<file path="config.mk">
export PLATFORM = sky130hd
export DESIGN_NAME = ascon_perm_seq
export DESIGN_NICKNAME = d
export VERILOG_FILES = /design/src/rtl/ascon_pkg.sv /design/src/rtl/ascon_p.sv /design/src/rtl/ascon_perm_seq.sv
export SDC_FILE = /design/constraint.sdc
export NUM_CORES = 2
export LEC_CHECK = 0
export BUFFER_PORTS_ARGS = -buffer_cell sky130_fd_sc_hd__buf_2
export CORE_ASPECT_RATIO = 1.4
export CORE_MARGIN = 2
export CORE_UTILIZATION = 30
export DETAILED_ROUTE_END_ITERATION = 16
export GPL_ROUTABILITY_DRIVEN = 0
export PLACE_DENSITY_LB_ADDON = 0.1
export SYNTH_ARGS = -nofsm -noshare
export SYNTH_HDL_FRONTEND = slang
export SYNTH_SLANG_ARGS = --single-unit
</file>
<file path="constraint.sdc">
create_clock -name clk -period 3.1 [get_ports clk]
set_input_delay 0 -clock clk [delete_from_list [all_inputs] [get_ports clk]]
set_output_delay 0 -clock clk [all_outputs]
set_load 0.005 [all_outputs]
</file>
<file path="src/rtl/ascon_pkg.sv">
// Shared constants, sequencer state encoding and round-constant helper for the Ascon permutation engine.
package ascon_pkg;
    localparam int ASCON_ROUNDS_A  = 12;
    localparam int ASCON_ROUNDS_B6 = 6;
    localparam int ASCON_ROUNDS_B8 = 8;

    typedef enum logic [1:0] {IDLE, RUN, DONE} seq_state_e;

    // Round index i maps to the constant {15-i, i}; i runs from 12-N up to 11.
    function automatic logic [7:0] ascon_rc(input logic [3:0] i);
        return {4'(4'd15 - i), i};
    endfunction
endpackage

</file>
<file path="src/rtl/ascon_p.sv">
// One combinational Ascon round: constant addition on x2, 5-bit S-box layer, linear diffusion.
module ascon_p (
    input  logic [63:0] x0_in,
    input  logic [63:0] x1_in,
    input  logic [63:0] x2_in,
    input  logic [63:0] x3_in,
    input  logic [63:0] x4_in,
    input  logic [7:0]  c_r,
    output logic [63:0] x0_out,
    output logic [63:0] x1_out,
    output logic [63:0] x2_out,
    output logic [63:0] x3_out,
    output logic [63:0] x4_out
);
    function automatic logic [63:0] ror(input logic [63:0] v, input int n);
        return (v >> n) | (v << (64 - n));
    endfunction

    logic [63:0] w_b0, w_b1, w_b2, w_b3, w_b4;
    logic [63:0] w_c0, w_c1, w_c2, w_c3, w_c4;
    logic [63:0] w_d0, w_d1, w_d2, w_d3, w_d4;

    // Bitsliced S-box: input mixing, chi-like core, output mixing.
    assign w_b0 = x0_in ^ x4_in;
    assign w_b1 = x1_in;
    assign w_b2 = x2_in ^ {56'd0, c_r} ^ x1_in;
    assign w_b3 = x3_in;
    assign w_b4 = x4_in ^ x3_in;

    assign w_c0 = w_b0 ^ (~w_b1 & w_b2);
    assign w_c1 = w_b1 ^ (~w_b2 & w_b3);
    assign w_c2 = w_b2 ^ (~w_b3 & w_b4);
    assign w_c3 = w_b3 ^ (~w_b4 & w_b0);
    assign w_c4 = w_b4 ^ (~w_b0 & w_b1);

    assign w_d0 = w_c0 ^ w_c4;
    assign w_d1 = w_c1 ^ w_c0;
    assign w_d2 = ~w_c2;
    assign w_d3 = w_c3 ^ w_c2;
    assign w_d4 = w_c4;

    assign x0_out = w_d0 ^ ror(w_d0, 19) ^ ror(w_d0, 28);
    assign x1_out = w_d1 ^ ror(w_d1, 61) ^ ror(w_d1, 39);
    assign x2_out = w_d2 ^ ror(w_d2, 1)  ^ ror(w_d2, 6);
    assign x3_out = w_d3 ^ ror(w_d3, 10) ^ ror(w_d3, 17);
    assign x4_out = w_d4 ^ ror(w_d4, 7)  ^ ror(w_d4, 41);
endmodule

</file>
<file path="src/rtl/ascon_perm_seq.sv">
// Iterative Ascon permutation sequencer: one ascon_p round per clock, valid/ready on both sides.
// Optional ASCON_PERM_SEQ_ABORT_EN adds an abort input that drops and zeroes an in-flight operation.
module ascon_perm_seq
    import ascon_pkg::*;
#(
    parameter int MAX_ROUNDS = ASCON_ROUNDS_A,
    parameter int RCNT_W     = 4
) (
    input  logic              clk,
    input  logic              rst_n,
    input  logic              in_valid,
    output logic              in_ready,
    input  logic [RCNT_W-1:0] n_rounds,
    input  logic [63:0]       x0_in,
    input  logic [63:0]       x1_in,
    input  logic [63:0]       x2_in,
    input  logic [63:0]       x3_in,
    input  logic [63:0]       x4_in,
    output logic              out_valid,
    input  logic              out_ready,
    output logic [63:0]       x0_out,
    output logic [63:0]       x1_out,
    output logic [63:0]       x2_out,
    output logic [63:0]       x3_out,
    output logic [63:0]       x4_out,
    output logic              busy
`ifdef ASCON_PERM_SEQ_ABORT_EN
    ,
    input  logic              abort
`endif
);
    localparam logic [RCNT_W-1:0] MAXR    = RCNT_W'(MAX_ROUNDS);
    localparam logic [RCNT_W-1:0] MAXR_M1 = RCNT_W'(MAX_ROUNDS - 1);

    seq_state_e        r_state, w_state_d;
    logic [4:0][63:0]  r_x;
    logic [RCNT_W-1:0] r_rnd;
    logic [RCNT_W-1:0] w_n;
    logic [7:0]        w_rc;
    logic [4:0][63:0]  w_p;
    logic              w_load, w_step, w_clear, w_abort;

`ifdef ASCON_PERM_SEQ_ABORT_EN
    assign w_abort = abort;
`else
    assign w_abort = 1'b0;
`endif

    assign w_n  = (n_rounds > MAXR) ? MAXR : n_rounds;
    assign w_rc = ascon_rc(r_rnd[3:0]);

    ascon_p u_round (
        .x0_in (r_x[0]), .x1_in (r_x[1]), .x2_in (r_x[2]), .x3_in (r_x[3]), .x4_in (r_x[4]),
        .c_r   (w_rc),
        .x0_out(w_p[0]), .x1_out(w_p[1]), .x2_out(w_p[2]), .x3_out(w_p[3]), .x4_out(w_p[4])
    );

    always_ff @(posedge clk) begin
        if (!rst_n) r_state <= IDLE;
        else        r_state <= w_state_d;
    end

    always_comb begin
        w_state_d = r_state;
        w_load    = 1'b0;
        w_step    = 1'b0;
        w_clear   = 1'b0;
        case (r_state)
            IDLE: if (in_valid) begin
                w_load    = 1'b1;
                w_state_d = (w_n == '0) ? DONE : RUN;
            end
            RUN: begin
                w_step = 1'b1;
                if (r_rnd == MAXR_M1) w_state_d = DONE;
            end
            DONE: if (out_ready) w_state_d = IDLE;
            default: w_state_d = IDLE;
        endcase
        // Abort wipes the partial state so nothing intermediate stays visible on x*_out.
        if (w_abort && (r_state != IDLE)) begin
            w_state_d = IDLE;
            w_load    = 1'b0;
            w_step    = 1'b0;
            w_clear   = 1'b1;
        end
    end

    always_ff @(posedge clk) begin
        if (!rst_n || w_clear) begin
            r_x   <= '0;
            r_rnd <= '0;
        end else if (w_load) begin
            r_x   <= {x4_in, x3_in, x2_in, x1_in, x0_in};
            r_rnd <= MAXR - w_n;
        end else if (w_step) begin
            r_x   <= w_p;
            r_rnd <= r_rnd + 1'b1;
        end
    end

    assign in_ready  = (r_state == IDLE);
    assign busy      = (r_state == RUN);
    assign out_valid = (r_state == DONE);
    assign x0_out    = r_x[0];
    assign x1_out    = r_x[1];
    assign x2_out    = r_x[2];
    assign x3_out    = r_x[3];
    assign x4_out    = r_x[4];
endmodule

</file>
==> results by group <==
Outcome
  • Status: complete, but fails checks
  • Failing checks: hold timing

Place
  • DP Wirelength: roughly 150000 µm
  • Buffers on Ports: 650

Min path
  • Hold wc startpoint: x2_in[59]
  • HP Class: in -> reg

Floorplan
  • Area of the die: between 100000 and 150000 µm²
  • Total core area: between 90000 and 100000 µm²
  • Die X: between 200 and 300 µm
  • Num ports: roughly 650
  • Die H: 377 µm
  • Row count: 136
  • Initial Utilization: between 30% and 40%

Critical path
  • Critical R2R Capture: x3_out[4]
  • Critical path required time: 3660 ps
  • CP peak stage delay: slightly above 800 ps
  • R2r startpoint: x3_out[21]
  • Crit. Startpoint: x3_out[21]
  • CP Capture Type: flip-flop
  • Worst Reg-to-Reg Cells: 8
  • Crit-path max FO: 4
  • Crit path capture: x3_out[4]
  • Crit path DAT: ~3700 ps
  • Reg2Reg Setup Slack: approximately 9 ps
  • Slowest-stage cell, CP: xnor2_1
  • CP Cell Sequence: inv_1, ha_1, xnor2_1, xnor2_1, xnor3_1, o21ai_1, and2_1, dlygate4sd3_1
  • Crit Path Class: reg -> reg
  • Most frequent CP cell: xnor2_1
  • CP startpoint kind: flip-flop

Clocking
  • Clk sinks: between 300 and 400
  • Latest clock arrival within the worst-skew pair: slightly above 600 ps
  • TritonCTS buffer count: between 40 and 50
  • Clock transition at the registers of the reported paths: about 60 ps
  • TritonCTS clock tree: yes
  • CTS root buf: clkbuf_16
  • Maximum root-to-sink buffer count: 3
  • H-tree depth: 2

Detailed routing
  • DR vias: between 30000 and 40000
  • First DRT Iteration DRCs: ~2800
  • DR vias/cell: about 5.2
  • TritonRoute pass-1 iters: 6
  • Per-cell routed wire length: 31.2 µm
  • Final ANT Viol Nets: 0
  • DRC violations left: 0
  • Total wire length: ~180000 µm

STA
  • Final Skew: 22.6 ps
  • Slew @ Worst Pin: 1060 ps
  • RSZ-0062 raised after global routing: false
  • Slew margin rel.: around 29%
  • Achievable Freq: 324 MHz
  • Final setup viols: 0
  • Setup_tns: 0 ps
  • Final max-slew violation count: 0
  • Fin crit period: just over 3000 ps
  • Hold Violations, Final: 1
  • Worst Hold Slack: -6.75 ps
  • Period Utilization, post-route: 99.7%

Synthesis
  • Post-synth top area share: a little over a fifth
  • Ranking of synthesized cells by area: dfxtp_1 (22%), xnor2_1 (14%), xnor3_1 (13%), xor2_1 (5.9%), xnor2_2 (5.8%)
  • Synthesized area per cell: about 9.0 µm²
  • Ys flop type: dfxtp_1
  • EDFF count, synth: 0
  • Gate Count Post-Synth: 3319
  • Count of different cell masters after synthesis: 44
  • Async SR Flop Fraction: 0%
  • Sequential area share after synthesis: a little over a fifth
  • Most common cell in the netlist: xnor2_1
  • Post-synth top cells: xnor2_1 (486), nand2_1 (436), dfxtp_1 (326)
  • Synth warnings: 0
  • Post-synth net total: between 3000 and 4000
  • Mapped cell area: 29800 µm²
  • Seq cells post-synth: roughly 330
  • Area leader, netlist: dfxtp_1

Global routing
  • GRT Resource Usage Total: 34.6%
  • Grt ovf: 0
  • Largest net degree at the start of global routing: approximately 110
  • Vias in the first global route: approximately 30000
  • First-pass GRT wire length: roughly 240000 µm
  • Initial antenna violation count: 4

Run
  • Max_cap viols: 0

Cells and area
  • Final net count: about 5000
  • Fill cells: around 10000
  • Syn-to-layout area delta: 39.3%
  • Final core utilization: a little over two fifths
  • Layout cells sized above 1: around a quarter
  • # diodes: 0
## final cells by class
type,count,area [µm²],share of cell area (%)
timing repair buffer,1298,9240,22.3
multi-input combinational,2629,21900,52.8
clock inverter,20,210,0.507
clock buffer,56,1250,3.01
sequential,326,6530,15.7
tap,1311,1640,3.95
inverter,195,732,1.76
## placed cells by master, fill, tap and decap left out, drive strengths merged, types with 27 or more instances in the layout
cell and instances:
mux2i 27, xor2 204, xnor2 593, buf 930, maj3 63, a211oi 64, dlygate4sd3 368, nor2 147
dfxtp 326, a22oi 64, nor2b 66, inv 195, o21ai 243, clkbuf 56, a21boi 28, a31oi 117
xnor3 171, nand3 54, o211ai 30, ha 130, nand2 436, and2 38, a21oi 98
## routing by layer
layer | routed length [µm] | track usage [%] | up-vias
li1 | - | - | 13515
met1 | 68700 | 40.4 | 14795
met2 | 85300 | 58.0 | 1593
met3 | 12900 | 5.72 | 417
met4 | 15200 | 24.0 | 6
met5 | 40 | 0 | -
## kinds of logic after synthesis
| kind of cell | Yosys count | synth area share, % |
|---|---|---|
| flip-flops | 326 | 21.9 |
| AO/OA/AOI/OAI | 684 | 14.2 |
| multiplexers | 27 | 0.920 |
| XOR/XNOR | 980 | 40.1 |
| AND/OR/NAND/NOR | 745 | 10.5 |
| buffers and inverters | 364 | 4.74 |
| adder cells (fa/ha/maj) | 193 | 7.62 |
## worst min path at each step
stage,endpoint,slack [ps],depth (start not counted)
floorplan,x1_out[24],150,2
global placement,x1_out[51],250,3
detailed placement,x1_out[51],260,3
CTS,x2_out[59],2,5
global route,x1_out[26],20,3
finish,x2_out[59],-7,5
## worst max-delay path, delay by kind of cell, from the launching register on
| kind | cells | cell delay, ps |
|---|---|---|
| AOI/OAI and AO/OA | 1 | 130 |
| xor gates and xnor gates | 3 | 1350 |
| adders and majority gates | 1 | 230 |
| buffers and inverters | 2 | 680 |
| DFF | 1 | 510 |
| and+or+nand+nor | 1 | 140 |
## state kept, by name, indices dropped and copies added, names as in the netlist
signal / flops
x4_out: 64
x0_out: 64
x2_out: 64
r_rnd: 4
r_state: 2
x3_out: 64
x1_out: 64
## per-stage QoR
step                      cells  worst slack [ps]  area [µm²]
after floorplan            3319               974       29800
after global placement     5391               256       36300
after detailed placement   5391               272       36300
after CTS                  5835              34.5       41500
after global routing       5835              1.18       41500
final                      5835              8.96       41500
## repair_timing
action                     4_1_cts  5_1_grt
setup buffers                    0        0
setup endpoints to repair        0        4
hold endpoints to repair       320        0
hold buffers                   368        0
resized for setup                0        3
Power is not shown: default switching activity piles up to over one toggle a cycle in this logic, so the estimate is an artifact.
